--- src/rtl/tl_cntr_param.sv ---
// tl_cntr_param -- two-road traffic-light controller with programmable timing
// and a latched pedestrian request served by an all-red WALK phase.
//
// Ports:
//   clk      in   rising-edge system clock
//   reset_n  in   synchronous active-low reset
//   Ta, Tb   in   traffic present on road A / road B
//   ped_req  in   pedestrian button (pulse or level), sampled every cycle
//   La, Lb   out  lamp codes: 00 green, 01 yellow, 10 red
//   walk     out  pedestrian WALK lamp
//   phase    out  current state code (debug)
module tl_cntr_param #(
    parameter int CW   = 8,
    parameter int GMIN = 4,
    parameter int GMAX = 10,
    parameter int YEL  = 2,
    parameter int CLR  = 1,
    parameter int WALK = 3
) (
    input  logic       clk,
    input  logic       reset_n,
    input  logic       Ta,
    input  logic       Tb,
    input  logic       ped_req,
    output logic [1:0] La,
    output logic [1:0] Lb,
    output logic       walk,
    output logic [2:0] phase
);

    typedef enum logic [2:0] {
        S_AG   = 3'd0,
        S_AY   = 3'd1,
        S_ACLR = 3'd2,
        S_BG   = 3'd3,
        S_BY   = 3'd4,
        S_BCLR = 3'd5,
        S_PED  = 3'd6
    } state_t;

    localparam logic [1:0] LGRN = 2'b00;
    localparam logic [1:0] LYEL = 2'b01;
    localparam logic [1:0] LRED = 2'b10;

    localparam logic [CW-1:0] GMIN_M1 = CW'(GMIN - 1);
    localparam logic [CW-1:0] GMAX_M1 = CW'(GMAX - 1);
    localparam logic [CW-1:0] YEL_M1  = CW'(YEL - 1);
    localparam logic [CW-1:0] CLR_M1  = CW'(CLR - 1);
    localparam logic [CW-1:0] WALK_M1 = CW'(WALK - 1);

    state_t        state, state_nxt;
    logic [CW-1:0] cnt;
    logic          ped_pend;
    logic          ped_any;
    // 1: the walk phase hands over to road B green, 0: to road A green
    logic          next_road, next_road_nxt;

    // a press in the very cycle the clearance ends still earns the walk
    assign ped_any = ped_pend | ped_req;

    always_comb begin
        state_nxt     = state;
        next_road_nxt = next_road;
        case (state)
            S_AG:   if ((cnt >= GMIN_M1 && !Ta) || cnt == GMAX_M1) state_nxt = S_AY;
            S_AY:   if (cnt == YEL_M1) state_nxt = S_ACLR;
            S_ACLR: if (cnt == CLR_M1) begin
                        if (ped_any) begin
                            state_nxt     = S_PED;
                            next_road_nxt = 1'b1;
                        end else begin
                            state_nxt     = S_BG;
                        end
                    end
            S_BG:   if ((cnt >= GMIN_M1 && !Tb) || cnt == GMAX_M1) state_nxt = S_BY;
            S_BY:   if (cnt == YEL_M1) state_nxt = S_BCLR;
            S_BCLR: if (cnt == CLR_M1) begin
                        if (ped_any) begin
                            state_nxt     = S_PED;
                            next_road_nxt = 1'b0;
                        end else begin
                            state_nxt     = S_AG;
                        end
                    end
            S_PED:  if (cnt == WALK_M1) state_nxt = next_road ? S_BG : S_AG;
            default: state_nxt = S_AG;
        endcase
    end

    always_ff @(posedge clk) begin
        if (!reset_n) begin
            state     <= S_AG;
            cnt       <= '0;
            ped_pend  <= 1'b0;
            next_road <= 1'b0;
        end else begin
            state     <= state_nxt;
            next_road <= next_road_nxt;
            cnt       <= (state_nxt != state) ? '0 : cnt + 1'b1;
            // entering the walk consumes the pending request; a press on the
            // same edge re-arms it for the next clearance
            if (state_nxt == S_PED && state != S_PED)
                ped_pend <= ped_req;
            else
                ped_pend <= ped_any;
        end
    end

    always_comb begin
        La   = LRED;
        Lb   = LRED;
        walk = 1'b0;
        case (state)
            S_AG:  La   = LGRN;
            S_AY:  La   = LYEL;
            S_BG:  Lb   = LGRN;
            S_BY:  Lb   = LYEL;
            S_PED: walk = 1'b1;
            default: ;
        endcase
    end

    assign phase = state;

endmodule

--- config.mk ---
export PLATFORM = sky130hd
export DESIGN_NAME = tl_cntr_param
export DESIGN_NICKNAME = d
export VERILOG_FILES = /design/src/rtl/tl_cntr_param.sv
export SDC_FILE = /design/constraint.sdc
export NUM_CORES = 1
export LEC_CHECK = 0
export CAP_MARGIN = 5
export CORE_ASPECT_RATIO = 0.9
export CORE_MARGIN = 10
export CORE_UTILIZATION = 54
export CTS_CLUSTER_DIAMETER = 120
export CTS_CLUSTER_SIZE = 30
export DETAILED_ROUTE_END_ITERATION = 10
export PLACE_DENSITY = 0.76
export SYNTH_ARGS = -nofsm -noshare
export SYNTH_HDL_FRONTEND = slang
export SYNTH_SLANG_ARGS = --single-unit
--- constraint.sdc ---
create_clock -name clk -period 4.64 [get_ports clk]
set_input_delay 0.928 -clock clk [delete_from_list [all_inputs] [get_ports clk]]
set_output_delay 0.928 -clock clk [all_outputs]
set_load 0.01 [all_outputs]
==> flow_results.org, run 1 <==
** Yosys
- The netlist uses 50 different library cells.
- The cell count after synthesis came out at 112.
- Sequential-to-total area share from yosys stat :: 26.9%
- The synthesized design contains 13 register bits.
- Number of synthesized flops with an enable pin :: 0
- The cell area that synthesis handed to floorplanning was 967 µm².
- Summing the areas of all compound-gate instances in the mapped netlist gives 22.0% of the synthesized area.
- The synthesized netlist devotes 5.43% of its cell area to XOR and XNOR gates.
- The synthesized netlist devotes 34.3% of its cell area to simple gates.
- Warning count from the yosys run :: 0
- Portion of netlist area occupied by mux cells :: 1.03%
- For this run, asynchronously set or reset flops after synthesis account for 0%.
- Leading register cell type out of synthesis :: sky130_fd_sc_hd__dfxtp_1
- Syn nets :: 121
- Averaged over all synthesized cells, the footprint is 8.64 µm².
- Adder-cell share of the synthesized area :: 5.17%
- Dominant combinational cell family by area after synthesis :: simple AND/OR/NAND/NOR gates

** Power
- The clock network burns 17.2% of the power.
- The design draws 415 µW.
- In this run the power density over the cells is 372 nW/µm².
- Net switching is 40.6% of the power.
- Sequential cells account for 37.4% of the total power.
- Cell internal power was estimated by the tool at 247 µW.
- Across the VDD grid, the largest voltage drop is 0.292 mV.
- Net switching power figure :: 169 µW
- The analysis attributes to cell leakage a power of 0.000394 µW.
- Proportion of power drawn by combinational gates :: 45.4%

** Routing
- Summing over every cut layer, the via total after detailed routing is 915.
- First drt pass iteration count :: 4
- The count of nets left with antenna violations once routing finished came out at 0.
- After the first detailed-routing iteration, the DRC count stood at 41.
- After detailed routing, the number of remaining DRC violations is 0.
- After detailed routing, the number of vias per cell comes to 6.18.
- In the final routed layout, each cell accounts on average for 17.2 µm.
- Total Routed Length :: 2550 µm

** CTS
- Hold-fix buffer count after cts :: 0
- Root Buffer :: sky130_fd_sc_hd__clkbuf_4
- Clock-pin slew was measured on the worst setup and hold paths at 0.08 ns.
- Source-to-sink clock delay at the later pin of the worst-skew pair :: 0.28 ns
- Longest Clk Path Bufs :: 2
- Clock tree synthesis found a total of 13 sinks.
- TritonCTS built the clock tree.
- Post CTS Setup Buffer Count :: 0
- Cts repair resizes :: 0
- H-tree depth :: 1
- CTS Buf Count :: 3

** Place
- Once detailed placement completed, the half-perimeter wirelength came to 1830 µm.
- After detailed placement, the total cell area comes to 1090 µm².
- During placement, the flow inserted port buffers numbering 12.
- Routability cong. :: 0.856

** Die
- Area of the die :: 3890 µm²
- Count of standard-cell rows :: 14
- Height of the chip :: 60.2 µm
- Boundary Pins :: 13
- The total area inside the core boundary comes to 1680 µm².
- Die X :: 64.6 µm
- Starting density of the core :: 57.5%

** STA
- Worst-case headroom to the max-slew limit :: 56.3%
- Max Fclk :: 348 MHz
- Count of endpoints failing setup in the final report :: 0
- Clock Skews :: 0.00318 ns
- Setup repair after global routing left no endpoint under its margin.
- For the finished layout, the period the worst path requires is 2.87 ns.
- Final hold analysis gives a worst-case slack of 0.538 ns.
- The final-report max-slew violation count is 0.
- For the pin with the worst max-slew slack, the measured transition is 0.637 ns.
- TNS Setup :: 0 ns
- Final worst-path cycle share :: 62.0%
- Number of hold-slack violations in the final timing report :: 0

** Final layout
- Compared with the post-synthesis result, the final layout area differs by 15.5%.
- Number of antenna diodes :: 0
- Counting the fill cells in the layout gives 144.
- Total number of nets in the final design :: 134
- Final non-filler cell area :: 1120 µm²
- In the final layout, the share of cells above drive strength 1 is 16.1%.
- Measured on the finished design, the core utilization comes to 66.4%.

** Flow run
- Max-Cap Viols :: 0

** Critical path
- STA classifies the critical path endpoint as an output port.
- Crit Path Category :: reg2out
- Walking the worst path, the cells encountered are nor2b_1 > and2_1 > clkdlybuf4s50_1.
- The slowest stage of the critical path belongs to the cell sky130_fd_sc_hd__dfxtp_1.
- For the worst setup path, the data arrival time is 1.95 ns.
- Required time reported for the critical path endpoint :: 3.71 ns
- The largest single stage delay on the critical path is 0.62 ns.
- The worst setup path is launched from a flop.
- In this run the worst path has a maximum fanout of 15.

** Global route
- Summed over all layers, the global routing overflow is 0.
- The number of global-route vias before repair came to 821.
- Global-route wire length before repair :: 4150 µm
- Entering global routing, the biggest net connects 16 pins.
- Antenna violations before repair :: 0
- In the global route stage, overall resource usage came out at 13.2%.

** Min path
- The min-delay analysis places its worst path in the category reg2reg.

** Status
- The run finished with clean final reports.
==> power groups by stage <==
stage / Sequential (µW) / Clock [µW] / Combinational [µW]
2_1_floorplan: 146 / 0 / 143
3_3_place_gp: 156 / 0 / 176
3_5_place_dp: 157 / 0 / 184
4_1_cts: 154 / 73.0 / 186
5_1_grt: 158 / 77.2 / 207
6_report: 155 / 71.6 / 189
==> critical path, delay by kind of cell, from the launching register on <==
kind | cells | cell delay, ns
flops | 1 | 0.62
buf+inv | 1 | 0.55
simple gates | 2 | 0.49
==> cell type report <==
| class | count | area, µm² | share of cell area (%) |
|---|---|---|---|
| multi-input cells | 89 | 657 | 58.8 |
| inverters | 6 | 22.5 | 2.02 |
| repair buffers | 12 | 120 | 10.8 |
| flip-flops and latches | 13 | 260 | 23.3 |
| clock inverters | 1 | 5.00 | 0.448 |
| well taps | 24 | 30.0 | 2.69 |
| clock buffers | 3 | 22.5 | 2.02 |
==> cells by family (layout without fill, tap and decap cells) <==
| group | after synthesis | after routing |
|---|---|---|
| adder cells (fa/ha/maj) | 4 | 4 |
| AO/OA/AOI/OAI | 26 | 26 |
| multiplexers | 1 | 1 |
| XOR/XNOR | 6 | 6 |
| flip-flops | 13 | 13 |
| AND/OR/NAND/NOR | 52 | 52 |
| buffers and inverters | 10 | 22 |
==> through the flow <==
step / setup slack, ns / instances
3_5_place_dp: 1.75 / 144
6_report: 1.77 / 148
2_1_floorplan: 2.46 / 112
4_1_cts: 1.80 / 148
3_3_place_gp: 1.80 / 144
5_1_grt: 1.71 / 148
==> sequential cells by signal, indices dropped and copies added (netlist names) <==
signal and flops:
ped_pend 1, cnt 8, next_road 1, phase 3
==> worst paths after layout <==
check                      end  slack, ns           startpoint  cells after the start
min          cnt[0]$_SDFF_PP0_       0.54    cnt[0]$_SDFF_PP0_                      1
min reg2reg  cnt[0]$_SDFF_PP0_       0.54    cnt[0]$_SDFF_PP0_                      1
max reg2reg  cnt[6]$_SDFF_PP0_       2.08    cnt[1]$_SDFF_PP0_                      8
max                      Lb[0]       1.77  phase[2]$_SDFF_PN0_                      3
==> cells in the mapped netlist (2+ instances only) <==
| cell type | count | share of area, % |
|---|---|---|
| sky130_fd_sc_hd__nor2_1 | 8 | 3.1 |
| sky130_fd_sc_hd__nor4b_2 | 2 | 3.1 |
| sky130_fd_sc_hd__and2_1 | 4 | 2.6 |
| sky130_fd_sc_hd__o21ai_0 | 4 | 2.1 |
| sky130_fd_sc_hd__a31o_2 | 2 | 1.8 |
| sky130_fd_sc_hd__nand2_1 | 6 | 2.3 |
| sky130_fd_sc_hd__nor3b_1 | 2 | 1.6 |
| sky130_fd_sc_hd__nand4_1 | 3 | 1.9 |
| sky130_fd_sc_hd__inv_1 | 6 | 2.3 |
| sky130_fd_sc_hd__ha_1 | 4 | 5.2 |
| sky130_fd_sc_hd__a21oi_1 | 4 | 2.1 |
| sky130_fd_sc_hd__o211ai_1 | 2 | 1.6 |
| sky130_fd_sc_hd__dfxtp_1 | 13 | 27 |
| sky130_fd_sc_hd__nor3_1 | 10 | 5.2 |
| sky130_fd_sc_hd__xnor2_1 | 4 | 3.6 |
| sky130_fd_sc_hd__xor2_1 | 2 | 1.8 |
| sky130_fd_sc_hd__nand3_1 | 3 | 1.6 |
==> cell usage in the layout (no fill, tap or decap), types with 2 or more instances in the layout <==
cell,instances
sky130_fd_sc_hd__a21oi_1,4
sky130_fd_sc_hd__a31o_2,2
sky130_fd_sc_hd__and2_1,4
sky130_fd_sc_hd__clkbuf_4,3
sky130_fd_sc_hd__clkdlybuf4s50_1,12
sky130_fd_sc_hd__dfxtp_1,13
sky130_fd_sc_hd__ha_1,4
sky130_fd_sc_hd__inv_1,6
sky130_fd_sc_hd__nand2_1,6
sky130_fd_sc_hd__nand3_1,3
sky130_fd_sc_hd__nand4_1,3
sky130_fd_sc_hd__nor2_1,8
sky130_fd_sc_hd__nor3_1,10
sky130_fd_sc_hd__nor3b_1,2
sky130_fd_sc_hd__nor4b_2,2
sky130_fd_sc_hd__o211ai_1,2
sky130_fd_sc_hd__o21ai_0,4
sky130_fd_sc_hd__xnor2_1,4
sky130_fd_sc_hd__xor2_1,2
==> metal layers <==
layer | routed length [µm] | up-vias | global-route usage, %
met1 | 1170 | 422 | 16.2
met3 | 222 | 4 | 5.98
li1 | - | 445 | -
met4 | 31 | 0 | 3.66
met5 | 0 | - | 0
met2 | 1120 | 44 | 20.5
Power figures use the tool's default switching activity.
==> inputs of run 2 (changes only) <==
--- a/config.mk
+++ b/config.mk
@@ -8,11 +8,11 @@
 export CAP_MARGIN = 5
 export CORE_ASPECT_RATIO = 0.9
 export CORE_MARGIN = 10
-export CORE_UTILIZATION = 54
+export CORE_UTILIZATION = 48
 export CTS_CLUSTER_DIAMETER = 120
 export CTS_CLUSTER_SIZE = 30
 export DETAILED_ROUTE_END_ITERATION = 10
-export PLACE_DENSITY = 0.76
+export PLACE_DENSITY = 0.71
 export SYNTH_ARGS = -nofsm -noshare
 export SYNTH_HDL_FRONTEND = slang
 export SYNTH_SLANG_ARGS = --single-unit
==> constraint.sdc (replaced) <==
create_clock -name clk -period 2.4 [get_ports clk]
set_input_delay 0.48 -clock clk [delete_from_list [all_inputs] [get_ports clk]]
set_output_delay 0.48 -clock clk [all_outputs]
set_load 0.01 [all_outputs]
==> flow_results.org, run 2 (synthesis results as in run 1) <==
** CTS
- The tree is rooted in a sky130_fd_sc_hd__clkbuf_4.
- The clock sink total came to 13 (unchanged).
- The number of levels in the clock H-tree was 1 (unchanged).
- The number of buffers inserted during clock tree synthesis is 3 (unchanged).
- The later-pin clock latency in the skew report came to 0.28 ns (about the same).
- TritonCTS built the clock tree.
- The clock-pin slew on the worst setup and hold paths was 0.09 ns (about the same).
- Post CTS Setup Buffer Count :: 0 (unchanged)
- Hold-fix buffer count after cts :: 0 (unchanged)
- The number of buffers on the longest clock path is 2 (unchanged).
- The post-cts sizing count was 0 (unchanged).

** Global route
- The wire length of the first global-routing pass was 3890 µm (-6.3%).
- The number of antenna violations at the first check in global routing was 0 (unchanged).
- Vias in the first global route :: 872 (+6.2%)
- The residual overflow from global routing is 0 (unchanged).
- The pin count of the biggest net entering global routing is 12 (-4).
- The aggregate global-route resource usage came to 11.4% (-1.8 points).

** Routing
- The total length of routed wires is 2370 µm (-7.0%).
- WL/cell :: 15.4 µm (-11%)
- Total number of vias :: 921 (+0.66%)
- Final ANT Viol Nets :: 0 (unchanged)
- Routed vias/inst :: 5.98 (-3.3%)
- The number of design-rule violations left by the first detailed-router iteration came to 58 (+41%).
- The first-pass iteration count of the detailed router was 4 (unchanged).
- The remaining design rule violation count was 0 (unchanged).

** Critical path
- The worst register-to-register path ends at cnt[6]$_SDFF_PP0_.
- Ordered cell list for the critical path :: inv_1 > ha_1 > or3b_4 > o21ai_2 > o22ai_2 > or4_1 > nand4_2 > nor3_1
- Master of the slowest instance on the critical path :: sky130_fd_sc_hd__or4_1
- The data arrival time of the worst path is 2.44 ns (+0.49 ns).
- Required time reported for the critical path endpoint :: 2.56 ns (-1.15 ns)
- The highest fanout seen on the critical path came to 8 (-7).
- In this run the critical register-to-register path is launched from cnt[1]$_SDFF_PP0_.
- The worst setup path is captured at a flop.
- Crit Path Category :: reg2reg
- Minimum setup slack among reg-to-reg paths :: 0.12 ns (-1.96 ns)
- The length in cells of the worst reg-to-reg path was 8 (unchanged).
- The delay of the slowest critical-path stage is 0.50 ns (-0.12 ns).
- Setup crit start kind :: flop

** Die
- Die X :: 67.3 µm (+4.2%)
- The chip height was 62.6 µm (+4.0%).
- The effective utilization at floorplan came to 50.5% (-7.0 points).
- Placeable core area :: 1910 µm² (+14%)
- The I/O pin count came to 13 (unchanged).
- The overall die area is 4210 µm² (+8.4%).
- The placement row count is 15 (+1).

** STA
- Number of hold-slack violations in the final timing report :: 0 (unchanged)
- Final worst-path cycle share :: 95.1%
- The routed design could run at a clock period as short as 2.28 ns.
- The final setup violation count came to 0 (unchanged).
- The final-report max-slew violation count came to 0 (unchanged).
- Static timing analysis puts the maximum clock frequency at 438 MHz.
- TNS Setup :: 0 ns (unchanged)
- The slew at the pin with the worst max-slew slack came to 0.497 ns (-0.140 ns).
- The slack of the critical path was 0.117 ns (-1.65 ns).
- Unrepaired setup endpoints after global routing :: true
- Worst-case headroom to the max-slew limit :: 66.4% (+10 points)
- Clock Skews :: 0.00895 ns (+0.00577 ns)

** Final layout
- Final non-filler cell area :: 1160 µm² (+3.8%)
- Most common cell after layout, fill and taps aside :: sky130_fd_sc_hd__dfxtp_1
- The final layout net count is 139 (+3.7%).
- Layout overhead on the synthesized area :: 19.9%
- Number of flip-flops under the largest register name :: 8 (unchanged)
- The fraction of the core area covered by cells at the end of the flow came to 60.6% (-5.9 points).
- cnt holds more flip-flops than any other register.
- The antenna diode count was 0 (unchanged).
- The number of fillers in the final layout is 177 (+23%).
- The share of cells above drive strength 1 is 19.4% (+3.3 points).
- Most frequent cells in the layout :: sky130_fd_sc_hd__dfxtp_1 (13), sky130_fd_sc_hd__clkdlybuf4s50_1 (12), sky130_fd_sc_hd__nor3_1 (10), sky130_fd_sc_hd__nor2_1 (8)

** Power
- Power share of the clock group :: 16.9% (-0.3 points)
- Peak supply drop :: 0.425 mV (+46%)
- Net switching power figure :: 314 µW (+86%)
- Sequential power share :: 35.7% (-1.7 points)
- The leakage dissipation came to 0.000418 µW (+6.2%).
- Proportion of power drawn by combinational gates :: 47.5% (+2.1 points)
- Power density over cell area :: 707 nW/µm² (+90%)
- Internal Power :: 506 µW (+100%)
- Sw Share :: 38.3% (-2.3 points)

** Place
- Post-DP HPWL :: 1870 µm (+2.3%)
- The total cell area at the placement stage was 1130 µm² (+3.6%).
- The pre-CTS worst setup slack came to 0.137 ns (-1.61 ns).
- Port Buf Inserts :: 12 (unchanged)
- The last weighted congestion value of the routability-driven placer is 0.903 (+5.4%).

** Min path
- The depth of the worst hold-timing path was 1 (unchanged).
- Worst hold path endpoint :: cnt[0]$_SDFF_PP0_
- In this run the most critical hold path is launched from cnt[0]$_SDFF_PP0_.
- The min-delay analysis places its worst path in the category reg2reg.

** Status
- Result of the run :: complete, no violations

** Flow run
- The max-cap check violation count is 0 (unchanged).
[run 2: changes by cell type in the layout (fill, tap and decap cells not counted), sizes merged]
cell,change
buf,+5
clkinv,-1
clkbuf,+1
[run 2: final cells by class]
type | instances | area, µm² | share of cell area, %
Sequential cell | 13 | 260 | 22.4
Clock buffer | 4 | 26.3 | 2.27
Tap cell | 25 | 31.3 | 2.70
Inverter | 6 | 22.5 | 1.94
Timing Repair Buffer | 17 | 158 | 13.6
Multi-Input combinational cell | 89 | 662 | 57.1
[run 2: worst max path at each step]
stage	from	end	slack (ns)	cells after the start
detailed placement	ped_req	cnt[3]$_SDFF_PP0_	0.14	6
global placement	ped_req	cnt[6]$_SDFF_PP0_	0.16	6
global route	cnt[1]$_SDFF_PP0_	cnt[6]$_SDFF_PP0_	-0.002	8
floorplan	cnt[1]$_SDFF_PP0_	cnt[1]$_SDFF_PP0_	0.25	8
finish	cnt[1]$_SDFF_PP0_	cnt[6]$_SDFF_PP0_	0.12	8
CTS	cnt[1]$_SDFF_PP0_	cnt[5]$_SDFF_PP0_	0.15	8
[run 2: routing by layer]
| metal | share of wire (%) | GRT usage, % | vias to the layer above |
|---|---|---|---|
| met2 | 48 | 18.4 | 33 |
| met5 | 0 | 0 | - |
| met1 | 42 | 14.1 | 431 |
| met3 | 8.4 | 1.97 | 4 |
| li1 | - | - | 453 |
| met4 | 1.6 | 5.13 | 0 |
[run 2: critical path: cells and delay by family (launching register included)]
kind                     cells  cell delay, ns
AND/OR/NAND/NOR              4            1.19
flip-flops                   1            0.35
AO/OA/AOI/OAI                2            0.30
adder cells (fa/ha/maj)      1            0.21
buffers and inverters        1            0.11
[run 2: power groups by stage]
stage	sequential [µW]	clock (µW)	combinational [µW]
3_5_place_dp	296	0	386
5_1_grt	299	151	433
3_3_place_gp	295	0	377
4_1_cts	291	142	386
2_1_floorplan	281	0	277
6_report	292	138	389
[run 2: metrics by stage]
step,cells,power (µW),hold slack [ns]
finish,154,820,0.527
floorplan,112,559,0.483
global route,154,883,0.558
global placement,150,672,0.502
CTS,154,819,0.525
detailed placement,150,682,0.510
